### config.mk
export PLATFORM = sky130hd
export DESIGN_NAME = led_debug_mux
export DESIGN_NICKNAME = d
export VERILOG_FILES = /design/src/rtl/led_dbg_pkg.sv /design/src/rtl/led_slot_sel.sv /design/src/rtl/led_debug_mux.sv
export SDC_FILE = /design/constraint.sdc
export NUM_CORES = 1
export LEC_CHECK = 0
export CAP_MARGIN = 30
export CORE_MARGIN = 3
export CORE_UTILIZATION = 55
export DETAILED_ROUTE_END_ITERATION = 8
export PLACE_DENSITY = 0.84
export SYNTH_ARGS = -nofsm -noshare
export SYNTH_HDL_FRONTEND = slang
export SYNTH_HIERARCHICAL = 1
export SYNTH_SLANG_ARGS = --single-unit
### constraint.sdc
create_clock -name clk -period 3.7 [get_ports clk]
set_input_delay 0.555 -clock clk [delete_from_list [all_inputs] [get_ports clk]]
set_output_delay 0.555 -clock clk [all_outputs]
set_load 0.02 [all_outputs]
### src/rtl/led_dbg_pkg.sv
// Shared constants and size derivations for the LED debug display unit.
// The slot geometry is computed here so the top and the selector cannot disagree.
package led_dbg_pkg;

    localparam int MODE_SCAN = 0;
    localparam int MODE_SNAP = 1;

    // LED-wide slices per channel word
    function automatic int calc_bpc(input int data_w, input int led_w);
        return data_w / led_w;
    endfunction

    // Every word slice plus one trailing flag slot
    function automatic int calc_nslot(input int data_w, input int nch, input int led_w);
        return nch * calc_bpc(data_w, led_w) + 1;
    endfunction

    function automatic int calc_sel_w(input int nslot);
        return (nslot > 1) ? $clog2(nslot) : 1;
    endfunction

endpackage

### src/rtl/led_slot_sel.sv
// Combinational slot decoder: picks one LED-wide slice of the channel bus,
// or packs the per-channel zero/overflow flags for the final slot.
module led_slot_sel
    import led_dbg_pkg::*;
#(
    parameter int DATA_W = 32,
    parameter int NCH    = 2,
    parameter int LED_W  = 8,
    parameter int SEL_W  = 4
) (
    input  logic [NCH*DATA_W-1:0] words,
    input  logic [NCH-1:0]        zf,
    input  logic [NCH-1:0]        of,
    input  logic [SEL_W-1:0]      slot,
    output logic [LED_W-1:0]      led_slice
);

    localparam int BPC        = calc_bpc(DATA_W, LED_W);
    localparam int WORD_SLOTS = NCH * BPC;

    always_comb begin
        // NOTE: assign a default before any branch so no path leaves led_slice
        // unassigned; otherwise synthesis infers a latch.
        led_slice = '0;
        // Channel words are packed back to back and DATA_W = BPC*LED_W, so
        // slot s (channel s/BPC, slice s%BPC) is simply bus bits s*LED_W upward.
        for (int s = 0; s < WORD_SLOTS; s++) begin
            if (slot == SEL_W'(s)) begin
                led_slice = words[s*LED_W +: LED_W];
            end
        end
        if (slot == SEL_W'(WORD_SLOTS)) begin
            for (int k = 0; k < NCH; k++) begin
                led_slice[2*k]   = zf[k];
                led_slice[2*k+1] = of[k];
            end
        end
    end

endmodule

### src/rtl/led_debug_mux.sv
// Board debug display: live or frozen channel words shown a slice at a time on
// the LED bank, selected by switches or stepped by a timed auto-scan.
module led_debug_mux
    import led_dbg_pkg::*;
#(
    parameter int  DATA_W   = 32,
    parameter int  NCH      = 2,
    parameter int  LED_W    = 8,
    parameter int  SCAN_DIV = 50_000_000,
    localparam int NSLOT    = calc_nslot(DATA_W, NCH, LED_W),
    localparam int SEL_W    = calc_sel_w(NSLOT)
) (
    input  logic                  clk,
    input  logic                  rst,
    input  logic [NCH*DATA_W-1:0] ch_data,
    input  logic [NCH-1:0]        ch_zf,
    input  logic [NCH-1:0]        ch_of,
    input  logic [SEL_W-1:0]      sel,
    input  logic [1:0]            mode,
    input  logic                  capture,
    output logic [LED_W-1:0]      led,
    output logic [SEL_W-1:0]      cur_slot,
    output logic                  snap_valid
);

    localparam int                PS_W      = (SCAN_DIV > 1) ? $clog2(SCAN_DIV) : 1;
    localparam logic [PS_W-1:0]   PS_LAST   = PS_W'(SCAN_DIV - 1);
    localparam logic [SEL_W-1:0]  LAST_SLOT = SEL_W'(NSLOT - 1);

    logic [PS_W-1:0]       ps_q, ps_d;
    logic                  prev_scan_q;
    logic [SEL_W-1:0]      slot_d;
    logic [NCH*DATA_W-1:0] snap_data_q, src_data;
    logic [NCH-1:0]        snap_zf_q, snap_of_q, src_zf, src_of;
    logic [LED_W-1:0]      led_d;
    logic                  scan_on;

    assign scan_on = mode[MODE_SCAN];

    always_comb begin
        ps_d   = '0;
        slot_d = cur_slot;
        if (!scan_on) begin
            slot_d = (sel > LAST_SLOT) ? LAST_SLOT : sel;
        end else if (!prev_scan_q) begin
            slot_d = '0;
        end else if (ps_q == PS_LAST) begin
            slot_d = (cur_slot == LAST_SLOT) ? '0 : cur_slot + SEL_W'(1);
        end else begin
            ps_d = ps_q + PS_W'(1);
        end
    end

    // Snapshot registers feed the display before a capture loads them, so the
    // same-cycle capture case naturally shows the previous snapshot.
    assign src_data = mode[MODE_SNAP] ? snap_data_q : ch_data;
    assign src_zf   = mode[MODE_SNAP] ? snap_zf_q   : ch_zf;
    assign src_of   = mode[MODE_SNAP] ? snap_of_q   : ch_of;

    led_slot_sel #(
        .DATA_W (DATA_W),
        .NCH    (NCH),
        .LED_W  (LED_W),
        .SEL_W  (SEL_W)
    ) u_slot_sel (
        .words     (src_data),
        .zf        (src_zf),
        .of        (src_of),
        .slot      (slot_d),
        .led_slice (led_d)
    );

    // NOTE: non-blocking assignments only, so every register samples the
    // pre-edge values and evaluation order inside the block cannot matter.
    always_ff @(posedge clk) begin
        if (!rst) begin
            ps_q        <= '0;
            prev_scan_q <= 1'b0;
            cur_slot    <= '0;
            led         <= '0;
            // NOTE: the snapshot bank is deliberately reset, since an empty
            // snapshot must display as zeros rather than power-up garbage.
            snap_data_q <= '0;
            snap_zf_q   <= '0;
            snap_of_q   <= '0;
            snap_valid  <= 1'b0;
        end else begin
            ps_q        <= ps_d;
            prev_scan_q <= scan_on;
            cur_slot    <= slot_d;
            led         <= led_d;
            if (capture) begin
                snap_data_q <= ch_data;
                snap_zf_q   <= ch_zf;
                snap_of_q   <= ch_of;
                snap_valid  <= 1'b1;
            end
        end
    end

endmodule

==> results of run 1 <==
==> area by class of cell <==
class | instances | area share (%)
clock buffer | 9 | 1.768
clock inverter | 7 | 1.375
inverter | 10 | 0.5356
multi-input combinational | 436 | 49.19
sequential | 108 | 30.85
tap | 136 | 2.428
timing repair buffer | 98 | 13.85
==> sequential cells by signal, indices dropped and copies added (netlist names) <==
signal / flops
snap_data_q: 64
cur_slot: 4
ps_q: 26
snap_of_q: 2
snap_zf_q: 2
prev_scan_q: 1
snap_valid: 1
led: 8
==> power by group <==
group	switching (mW)	internal, mW	leakage [nW]
logic	0.195	0.246	1.77
registers	0.0285	1.22	0.886
clock network	0.413	0.387	0.114
total	0.636	1.85	2.77
==> cell usage in the layout, fill, tap and decap left out, types with 3 or more instances in the layout <==
cell type / count
mux2_2: 69
nand2_1: 24
and3_1: 6
xnor2_1: 7
inv_1: 10
and4_1: 5
o21ai_0: 14
and2_1: 9
nor2b_1: 69
nand2b_1: 3
nor2_1: 34
nand3b_1: 7
ha_1: 3
a2bb2oi_1: 3
buf_4: 8
inv_6: 3
a21oi_1: 16
nand3_1: 8
nand4_1: 12
a31oi_1: 3
mux2i_1: 77
a32o_1: 3
clkbuf_8: 9
dfxtp_1: 108
o211ai_1: 5
a22oi_1: 7
xor2_1: 17
clkdlybuf4s50_1: 86
and3b_1: 4
==> path summary, 6_finish.rpt <==
kind | start | to | slack [ps] | cells past startpoint
worst max-delay path | ps_q[2] | led[5] | 300 | 11
worst min-delay path | snap_valid | snap_valid | 470 | 1
worst max register to register | ps_q[2] | led[5] | 300 | 11
worst min register to register | snap_valid | snap_valid | 470 | 1
==> routing by layer <==
metal  vias to the layer above  GRT usage [%]  part of all wire [%]  wire length (um)
met5                         -              0                     0                 0
met4                         0          6.857                   1.7               242
met3                        22          3.993                   5.2               725
met2                       127          40.71                    49              6810
met1                      2171          31.93                    44              6144
li1                       2223              -                     -                 -
==> worst register-to-register path, cell delays in order (launching register included) <==
cell      delay, ps
dfxtp_1         420
and4_1          420
nand3_2         110
or3_1           500
mux2i_1         220
o21ai_2         540
buf_4           310
nor2_4           60
a22oi_1         170
o211ai_1        140
a22o_2          260
and2_1          150
==> cell families (layout without fill, tap and decap cells) <==
kind of cell,Yosys count,count (layout),synth area share [%]
xor gates and xnor gates,24,24,3.568
muxes,149,149,27.54
and+or+nand+nor,199,199,19.94
DFF,108,108,36.70
adders and majority gates,3,3,0.6371
buffers and inverters,53,124,4.863
AOI/OAI and AO/OA,61,61,6.754
==> per-stage QoR <==
step	total power, mW	hold WS, ps	utilization [%]	instances
after floorplan	1.533	444.6	-	597
final	2.486	466.9	67.58	804
after global placement	1.693	440.8	65.26	787
after detailed placement	1.708	447.6	65.46	788
after CTS	2.497	472.2	67.58	804
after global routing	2.584	508.2	67.58	804
==> summary.md, run 1 <==
| Metric | Value |
|---|---|
| Die X | `109.5 um` |
| CTS Buf Count | `9` |
| Worst setup SP type | `flip-flop` |
| Largest delay contributor family on the critical path | `simple AND/OR/NAND/NOR gates` |
| Area of the multi-input gates | `3447 um2` |
| Total Wirelength | `13,920 um` |
| Static Leakage | `2.768 nW` |
| Hold buffers post-CTS | `0` |
| Fraction of registers with async set/reset | `0%` |
| Worst-path clk slew | `100 ps` |
| CTS Sinks | `108` |
| Netlist cell types | `57` |
| Syn_nets | `677` |
| Worst setup margin | `297.9 ps` |
| Share of the synthesized area in the top cell type | `36.70%` |
| Critical path endpoint category | `flip-flop` |
| Die area | `11,990 um2` |
| Via count | `4,543` |
| Synth area leaders | `dfxtp_1 37%, mux2_2 13%, mux2i_1 13%` |
| Vias per cell | `5.650` |
| HPWL after detailed placement | `10,230 um` |
| Setup CP Type | `reg -> reg` |
| Clock Tree Root | `clkbuf_8` |
| TritonCTS clock tree | `built` |
| Count leader, synth | `dfxtp_1` |
| Main synth FF type | `dfxtp_1` |
| Area Growth Syn to Fin | `18.94%` |
| Count of final max-slew check failures | `0` |
| Run status | `finished, final reports clean` |
| CP Max Fanout | `16` |
| Post_cts resized | `0` |
| All-layer global routing usage | `24.14%` |
| Fmax | `293.9 MHz` |
| DR DRC count | `0` |
| IO Pins | `90` |
| Vias in the first global route | `4,590` |
| Share of cells above drive strength 1 | `16.62%` |
| CORE AREA | `10,370 um2` |
| Yosys warning count | `6` |
| CP max-delay cell | `o21ai_2` |
| Register Area | `2162 um2` |
| # diodes | `0` |
| Rel. slew slack | `37.97%` |
| EDFF count, synth | `0` |
| PwrDens | `354.7 nW/um2` |
| Largest net degree at the start of global routing | `85` |
| Total gr overflow | `0` |
| Worst min-delay path class | `reg -> reg` |
| Post-CTS setup buffer count | `0` |
| CP cell instances | `and4_1 -> nand3_2 -> or3_1 -> mux2i_1 -> o21ai_2 -> buf_4 -> nor2_4 -> a22oi_1 -> o211ai_1 -> a22o_2 -> and2_1` |
| 1st-pass router iterations | `4` |
| Synth Register Bits | `108` |
| Mapped Area | `5892 um2` |
| DP Area | `6788 um2` |
| Latest clock arrival within the worst-skew pair | `370 ps` |
| Wire length per cell | `17.32 um` |
| Final RePlAce weighted congestion | `0.9347` |
| Mean Syn Cell Area | `9.869 um2` |
| PortBufs | `89` |
| Die Height | `109.5 um` |
| Global-route wire length before repair | `22,790 um` |
| Worst Path Arrival | `3670 ps` |
| Post-layout net count | `743` |
| Post-Synthesis Cells | `597` |
| Worst path max stage delay | `540 ps` |
| CTS Buffer Depth | `2` |
| # fillers | `838` |
| Synth cell count leaders | `108 x dfxtp_1, 77 x mux2i_1, 69 x mux2_2, 69 x nor2b_1, 34 x nor2_1` |
| Initial core utilization | `56.82%` |
| First DRT Iteration DRCs | `253` |
| Setup TNS | `0 ps` |
| Final Hold Vio Count | `0` |
| Final worst path period share | `91.95%` |
| H-tree Lvls | `3` |
| Design Area, Final | `7008 um2` |
| Max-Cap Viols | `0` |
| Fin crit period | `3402 ps` |
| Worst EP required | `3960 ps` |
| Peak VDD IR | `193.8 uV` |
| Clock Skew | `20.53 ps` |
| Dpl ws | `363.0 ps` |
| Worst Max-Slew Pin Slew | `930.4 ps` |
| Worst path bufs/invs | `1` |
| Register area share after synthesis | `36.70%` |
| RSZ-0062 raised after global routing | `no` |
| Final setup fails | `0` |
| Routed Antenna Nets | `0` |
| Initial antenna violation count | `0` |
| Row count | `37` |
| Area leader, netlist | `dfxtp_1` |
Power figures use the tool's default switching activity.
==> inputs of run 2 (changes only) <==
CORE_MARGIN = 1.5   (was 3)
==> run 2 against run 1 <==
Net effect: register-to-register slack better by 20 ps; power down 5.9%; sequential share of layout area increased by 0.21 points; critical path depth unchanged; die area decreased by 5.4%; largest cell class unchanged.
==> summary.md, run 2 (synthesis results as in run 1) <==
| Metric | Value |
|---|---|
| Critical path endpoint category | `flip-flop` |
| Sw power | `0.6357 mW (about the same)` |
| TritonCTS clock tree | `built` |
| Latest clock arrival within the worst-skew pair | `390 ps (+20 ps)` |
| Area Growth Syn to Fin | `18.16%` |
| Initial core utilization | `56.82% (unchanged)` |
| Worst setup SP type | `flip-flop` |
| Worst min-delay path class | `reg -> reg` |
| Die Height | `106.5 um (-2.7%)` |
| HPWL after detailed placement | `9966 um (-2.6%)` |
| Worst EP required | `3990 ps (+30 ps)` |
| Vias per cell | `5.603 (-0.85%)` |
| All-layer global routing usage | `25.26% (+1.1 points)` |
| Vias in the first global route | `4,472 (-2.6%)` |
| Hold depth | `1 (unchanged)` |
| Final setup fails | `0 (unchanged)` |
| Hold Slack | `491.4 ps (+24.54 ps)` |
| PwrDens | `336.1 nW/um2 (-5.2%)` |
| CTS Sinks | `108 (unchanged)` |
| Placed Cells incl. Taps | `788 (unchanged)` |
| Total Wirelength | `13,670 um (-1.8%)` |
| Fin cells | `803 (-0.12%)` |
| Fmax | `295.7 MHz (+0.61%)` |
| Count of final max-slew check failures | `0 (unchanged)` |
| Worst Max-Slew Pin Slew | `738.5 ps (-191.9 ps)` |
| Total gr overflow | `0 (unchanged)` |
| Peak VDD IR | `201.3 uV (+3.9%)` |
| Rel. slew slack | `50.65% (+13 points)` |
| DR DRC count | `0 (unchanged)` |
| Sw frac | `27.17% (+1.6 points)` |
| CP Max Fanout | `12 (-4)` |
| Clock power share | `27.9% (-4.3 points)` |
| R2R cell count | `11 (unchanged)` |
| Most frequent cells in the layout | `108 x dfxtp_1, 86 x clkdlybuf4s50_1, 77 x mux2i_1` |
| Commonest non-fill, non-tap cell in the layout | `dfxtp_1` |
| CORE AREA | `10,370 um2 (unchanged)` |
| Final core utilization | `67.13% (-0.45 points)` |
| Max-Cap Viols | `0 (unchanged)` |
| Run status | `finished, final reports clean` |
| Die X | `106.5 um (-2.7%)` |
| H-tree Lvls | `3 (unchanged)` |
| Final Hold Vio Count | `0 (unchanged)` |
| Worst-path clk slew | `100 ps (about the same)` |
| Worst Hold Launch | `snap_valid` |
| RSZ-0062 raised after global routing | `no` |
| Global-route wire length before repair | `22,400 um (-1.7%)` |
| Regs by FF count | `snap_data_q: 64 flops, ps_q: 26 flops, led: 8 flops` |
| Crit path launch | `ps_q[2]` |
| Via count | `4,499 (-0.97%)` |
| First DRT Iteration DRCs | `309 (+22%)` |
| 1st-pass router iterations | `5 (+1)` |
| R2r startpoint | `ps_q[2]` |
| Die area | `11,340 um2 (-5.4%)` |
| Clock Skew | `5.656 ps (-14.87 ps)` |
| # diodes | `0 (unchanged)` |
| Worst Path Arrival | `3670 ps (about the same)` |
| Largest net degree at the start of global routing | `85 (unchanged)` |
| # fillers | `813 (-3.0%)` |
| Routed Antenna Nets | `0 (unchanged)` |
| Hold buffers post-CTS | `0 (unchanged)` |
| Clock Tree Root | `clkbuf_8` |
| IO Pins | `90 (unchanged)` |
| CTS Buffer Depth | `2 (unchanged)` |
| Int Pwr | `1.704 mW (-7.8%)` |
| Setup CP Type | `reg -> reg` |
| Share of cells above drive strength 1 | `16.49% (-0.13 points)` |
| Setup TNS | `0 ps (unchanged)` |
| Worst setup margin | `318.5 ps (+20.52 ps)` |
| Post-layout net count | `743 (unchanged)` |
| CTS Buf Count | `9 (unchanged)` |
| PortBufs | `89 (unchanged)` |
| Fin crit period | `3382 ps (-20.52 ps)` |
| Static Leakage | `2.738 nW (-1.1%)` |
| Biggest register | `snap_data_q` |
| Post-CTS setup buffer count | `0 (unchanged)` |
| Max reg flops | `64 (unchanged)` |
| Final RePlAce weighted congestion | `0.9740 (+4.2%)` |
| Reg power frac | `53.2% (+3.1 points)` |
| Initial antenna violation count | `0 (unchanged)` |
| Dpl ws | `370.1 ps (+7.123 ps)` |
| Post_cts resized | `0 (unchanged)` |
| Comb pwr share | `18.9% (+1.2 points)` |
| Row count | `37 (unchanged)` |
| Wire length per cell | `17.02 um (-1.7%)` |
| Final worst path period share | `91.39% (-0.55 points)` |
==> run 2: changes by cell type in the layout (fill, tap and decap cells not counted), sizes merged <==
cell / previous run / this run
clkinv: 2 / 4
bufinv: 2 / 0
inv: 13 / 10
clkinvlp: 0 / 2
==> run 2: area by class of cell <==
cell class | instances | area, um2 | area share [%]
repair buffers | 98 | 978.4 | 14.05
well taps | 136 | 170.2 | 2.444
clock buffers | 9 | 123.9 | 1.779
multi-input cells | 436 | 3447 | 49.51
inverters | 10 | 37.54 | 0.5392
flip-flops and latches | 108 | 2162 | 31.06
clock inverters | 6 | 42.54 | 0.6111
==> run 2: stage by stage <==
step / total power [mW] / instance area (um2)
floorplan: 1.533 / 5892
global placement: 1.695 / 6768
detailed placement: 1.709 / 6795
CTS: 2.353 / 6962
global route: 2.439 / 6962
finish: 2.340 / 6962
==> run 2: layer usage <==
metal | track usage [%] | share of wire, % | vias to the layer above
li1 | - | - | 2221
met1 | 33.28 | 46 | 2108
met2 | 41.20 | 47 | 139
met3 | 3.617 | 4.2 | 31
met4 | 11.05 | 2.9 | 0
met5 | 0 | 0 | -
==> run 2: final timing paths <==
path | end | slack (ps)
min | snap_valid | 490
min reg2reg | snap_valid | 490
max reg2reg | led[2] | 320
max | led[2] | 320
==> run 2: critical path, cell delays in order, from the launching register on <==
cell and delay [ps]:
dfxtp_1 430, and4_1 440, nand3_2 120, nor4_1 300, mux2_2 400, a32o_1 410, buf_4 250, nor4b_4 400
a21oi_1 80, a22oi_1 150, o21ai_0 120, and2_1 170
==> run 2: power groups by stage <==
stage,registers [mW],logic [mW],clock network (mW)
after floorplan,1.27,0.259,0
after global placement,1.27,0.427,0
after detailed placement,1.27,0.438,0
after CTS,1.24,0.441,0.669
after global routing,1.25,0.476,0.713
final,1.24,0.443,0.653
==> inputs of run 3 (changes only) <==
CORE_UTILIZATION = 64   (was 55)
DONT_BUFFER_PORTS = 1   (was not set)
PLACE_DENSITY = 0.83   (was 0.84)
==> run 3 against run 2 <==
Net effect: the run now ends with design-rule violations left; power increased by 0.51%; critical endpoint unchanged; clock power up 28%; wire length shrank 9.5%; combinational power is 41% lower; sequential cell count stayed put; highest routed layer unchanged.
==> summary.md, run 3 (synthesis results as in run 1) <==
| Metric | Value |
|---|---|
| Fmax | `308.3 MHz (+4.2%)` |
| Int Pwr | `1.821 mW (+6.8%)` |
| Final worst path period share | `87.67% (-3.7 points)` |
| CTS Sinks | `108 (unchanged)` |
| Fin crit period | `3244 ps (-137.7 ps)` |
| Sw frac | `22.58% (-4.6 points)` |
| Peak VDD IR | `196.9 uV (-2.2%)` |
| CORE AREA | `8806 um2 (-15%)` |
| Die area | `9791 um2 (-14%)` |
| Die X | `98.95 um (-7.1%)` |
| Final RePlAce weighted congestion | `0.8876 (-8.9%)` |
| Clock Skew | `15.70 ps (+10.04 ps)` |
| All-layer global routing usage | `25.52% (+0.26 points)` |
| Die Height | `98.95 um (-7.1%)` |
| DR DRC count | `8 (+8)` |
| Post_cts resized | `0 (unchanged)` |
| PortBufs | `0 (-100%)` |
| Rel. slew slack | `35.81% (-15 points)` |
| RSZ-0062 raised after global routing | `no` |
| Failing checks | `design-rule violations` |
| Via count | `4,137 (-8.0%)` |
| Sw power | `0.5310 mW (-16%)` |
| Initial core utilization | `66.91% (+10 points)` |
| Global-route wire length before repair | `19,860 um (-11%)` |
| Initial antenna violation count | `0 (unchanged)` |
| Placed Cells incl. Taps | `668 (-15%)` |
| Total gr overflow | `0 (unchanged)` |
| Final setup fails | `0 (unchanged)` |
| Share of cells above drive strength 1 | `17.74% (+1.2 points)` |
| DP Area | `5827 um2 (-14%)` |
| Critical path endpoint category | `flip-flop` |
| Vias per cell | `6.057 (+8.1%)` |
| Final Hold Vio Count | `0 (unchanged)` |
| Setup CP Type | `reg -> reg` |
| IO Pins | `90 (unchanged)` |
| Fin cells | `683 (-15%)` |
| Routed Antenna Nets | `0 (unchanged)` |
| Worst-path clk slew | `100 ps (about the same)` |
| Hold buffers post-CTS | `0 (unchanged)` |
| Run status | `finished, violations left` |
| Worst setup SP type | `flip-flop` |
| TritonCTS clock tree | `built` |
| Worst EP required | `3960 ps (-30 ps)` |
| Row count | `34 (-8.1%)` |
| Wire length per cell | `18.11 um (+6.4%)` |
| Vias in the first global route | `4,035 (-9.8%)` |
| CTS Buf Count | `9 (unchanged)` |
| Worst Max-Slew Pin Slew | `962.8 ps (+224.4 ps)` |
| Total Wirelength | `12,370 um (-9.5%)` |
| HPWL after detailed placement | `8654 um (-13%)` |
| Design Area, Final | `6057 um2 (-13%)` |
| Clock power share | `35.5% (+7.6 points)` |
| CTS Buffer Depth | `2 (unchanged)` |
| Setup TNS | `0 ps (unchanged)` |
| Latest clock arrival within the worst-skew pair | `380 ps (about the same)` |
| R2R cell count | `10 (-1)` |
| First DRT Iteration DRCs | `242 (-22%)` |
| Max reg flops | `64 (unchanged)` |
| Commonest non-fill, non-tap cell in the layout | `dfxtp_1` |
| Largest net degree at the start of global routing | `86 (+1.2%)` |
| CP Max Fanout | `23 (+11)` |
| Most frequent cells in the layout | `108 x dfxtp_1, 77 x mux2i_1, 69 x mux2_2, 69 x nor2b_1, 34 x nor2_1` |
| PwrDens | `388.3 nW/um2 (+16%)` |
| Biggest register | `snap_data_q` |
| Static Leakage | `2.400 nW (-12%)` |
| Regs by FF count | `snap_data_q: 64 flops, ps_q: 26 flops, led: 8 flops` |
| Worst min-delay path class | `in -> reg` |
| Area Growth Syn to Fin | `2.803%` |
| Total Power | `2.352 mW (+0.51%)` |
| Max-Cap Viols | `0 (unchanged)` |
| Reg power frac | `53.4% (+0.2 points)` |
| Hold Slack | `289.5 ps (-201.9 ps)` |
| 1st-pass router iterations | `7 (+2)` |
| Comb pwr share | `11.1% (-7.8 points)` |
| Post-layout net count | `651 (-12%)` |
| Count of final max-slew check failures | `0 (unchanged)` |
| # diodes | `0 (unchanged)` |
| Post-CTS setup buffer count | `0 (unchanged)` |
| # fillers | `675 (-17%)` |
| H-tree Lvls | `3 (unchanged)` |
| Worst Path Arrival | `3510 ps (-160 ps)` |
| Clock Tree Root | `clkbuf_8` |
| Hold depth | `1 (unchanged)` |
==> run 3: cell count changes in the layout (fill, tap and decap cells not counted), moves of 2 or more <==
cell	before	now
clkdlybuf4s50_1	86	0
bufinv_16	0	3
buf_2	2	0
buf_4	8	6
clkbuf_1	0	2
clkinv_2	2	0
clkinvlp_4	2	0
==> run 3: critical path, cell delays in order (launching register included) <==
cell and delay, ps:
dfxtp_1 400, and4_1 260, nand3_1 150, nor4_1 330, mux2_2 220, a32o_1 800, and4b_2 470, a21oi_1 90
a22oi_1 150, o21ai_0 110, and2_1 160
==> run 3: per-layer routing <==
layer	GRT usage, %	vias up	share of wire (%)
met5	0	-	0
met4	8.571	0	1.2
met3	7.447	15	7.5
met2	40.42	107	46
met1	33.44	1973	45
li1	-	2042	-
==> run 3: final timing paths <==
path         slack [ps]     start          to
max                 460  ps_q[20]      led[2]
max reg2reg         460  ps_q[20]      led[2]
min reg2reg         510  ps_q[18]    ps_q[18]
min                 290       rst  snap_valid
==> run 3: layout make-up <==
type	count	area, um2	share of cell area [%]
multi-input cells	436	3447	56.91
flip-flops and latches	108	2162	35.70
well taps	108	135.1	2.231
clock buffers	11	131.4	2.169
clock inverters	4	98.84	1.632
repair buffers	6	45.04	0.7436
inverters	10	37.54	0.6197
==> run 3: stage by stage <==
stage | worst slack (ps) | utilization, %
floorplan | 706.7 | -
global placement | 627.7 | 66.17
detailed placement | 525.1 | 66.17
CTS | 503.3 | 68.78
global route | 206.6 | 68.78
finish | 456.1 | 68.78
==> run 3: power groups by stage <==
stage               Clock (mW)  Sequential, mW  Combinational (mW)
floorplan                    0            1.27               0.259
CTS                      0.848            1.26               0.261
global route             0.887            1.26               0.286
global placement             0            1.28               0.256
finish                   0.834            1.26               0.261
detailed placement           0            1.28               0.259
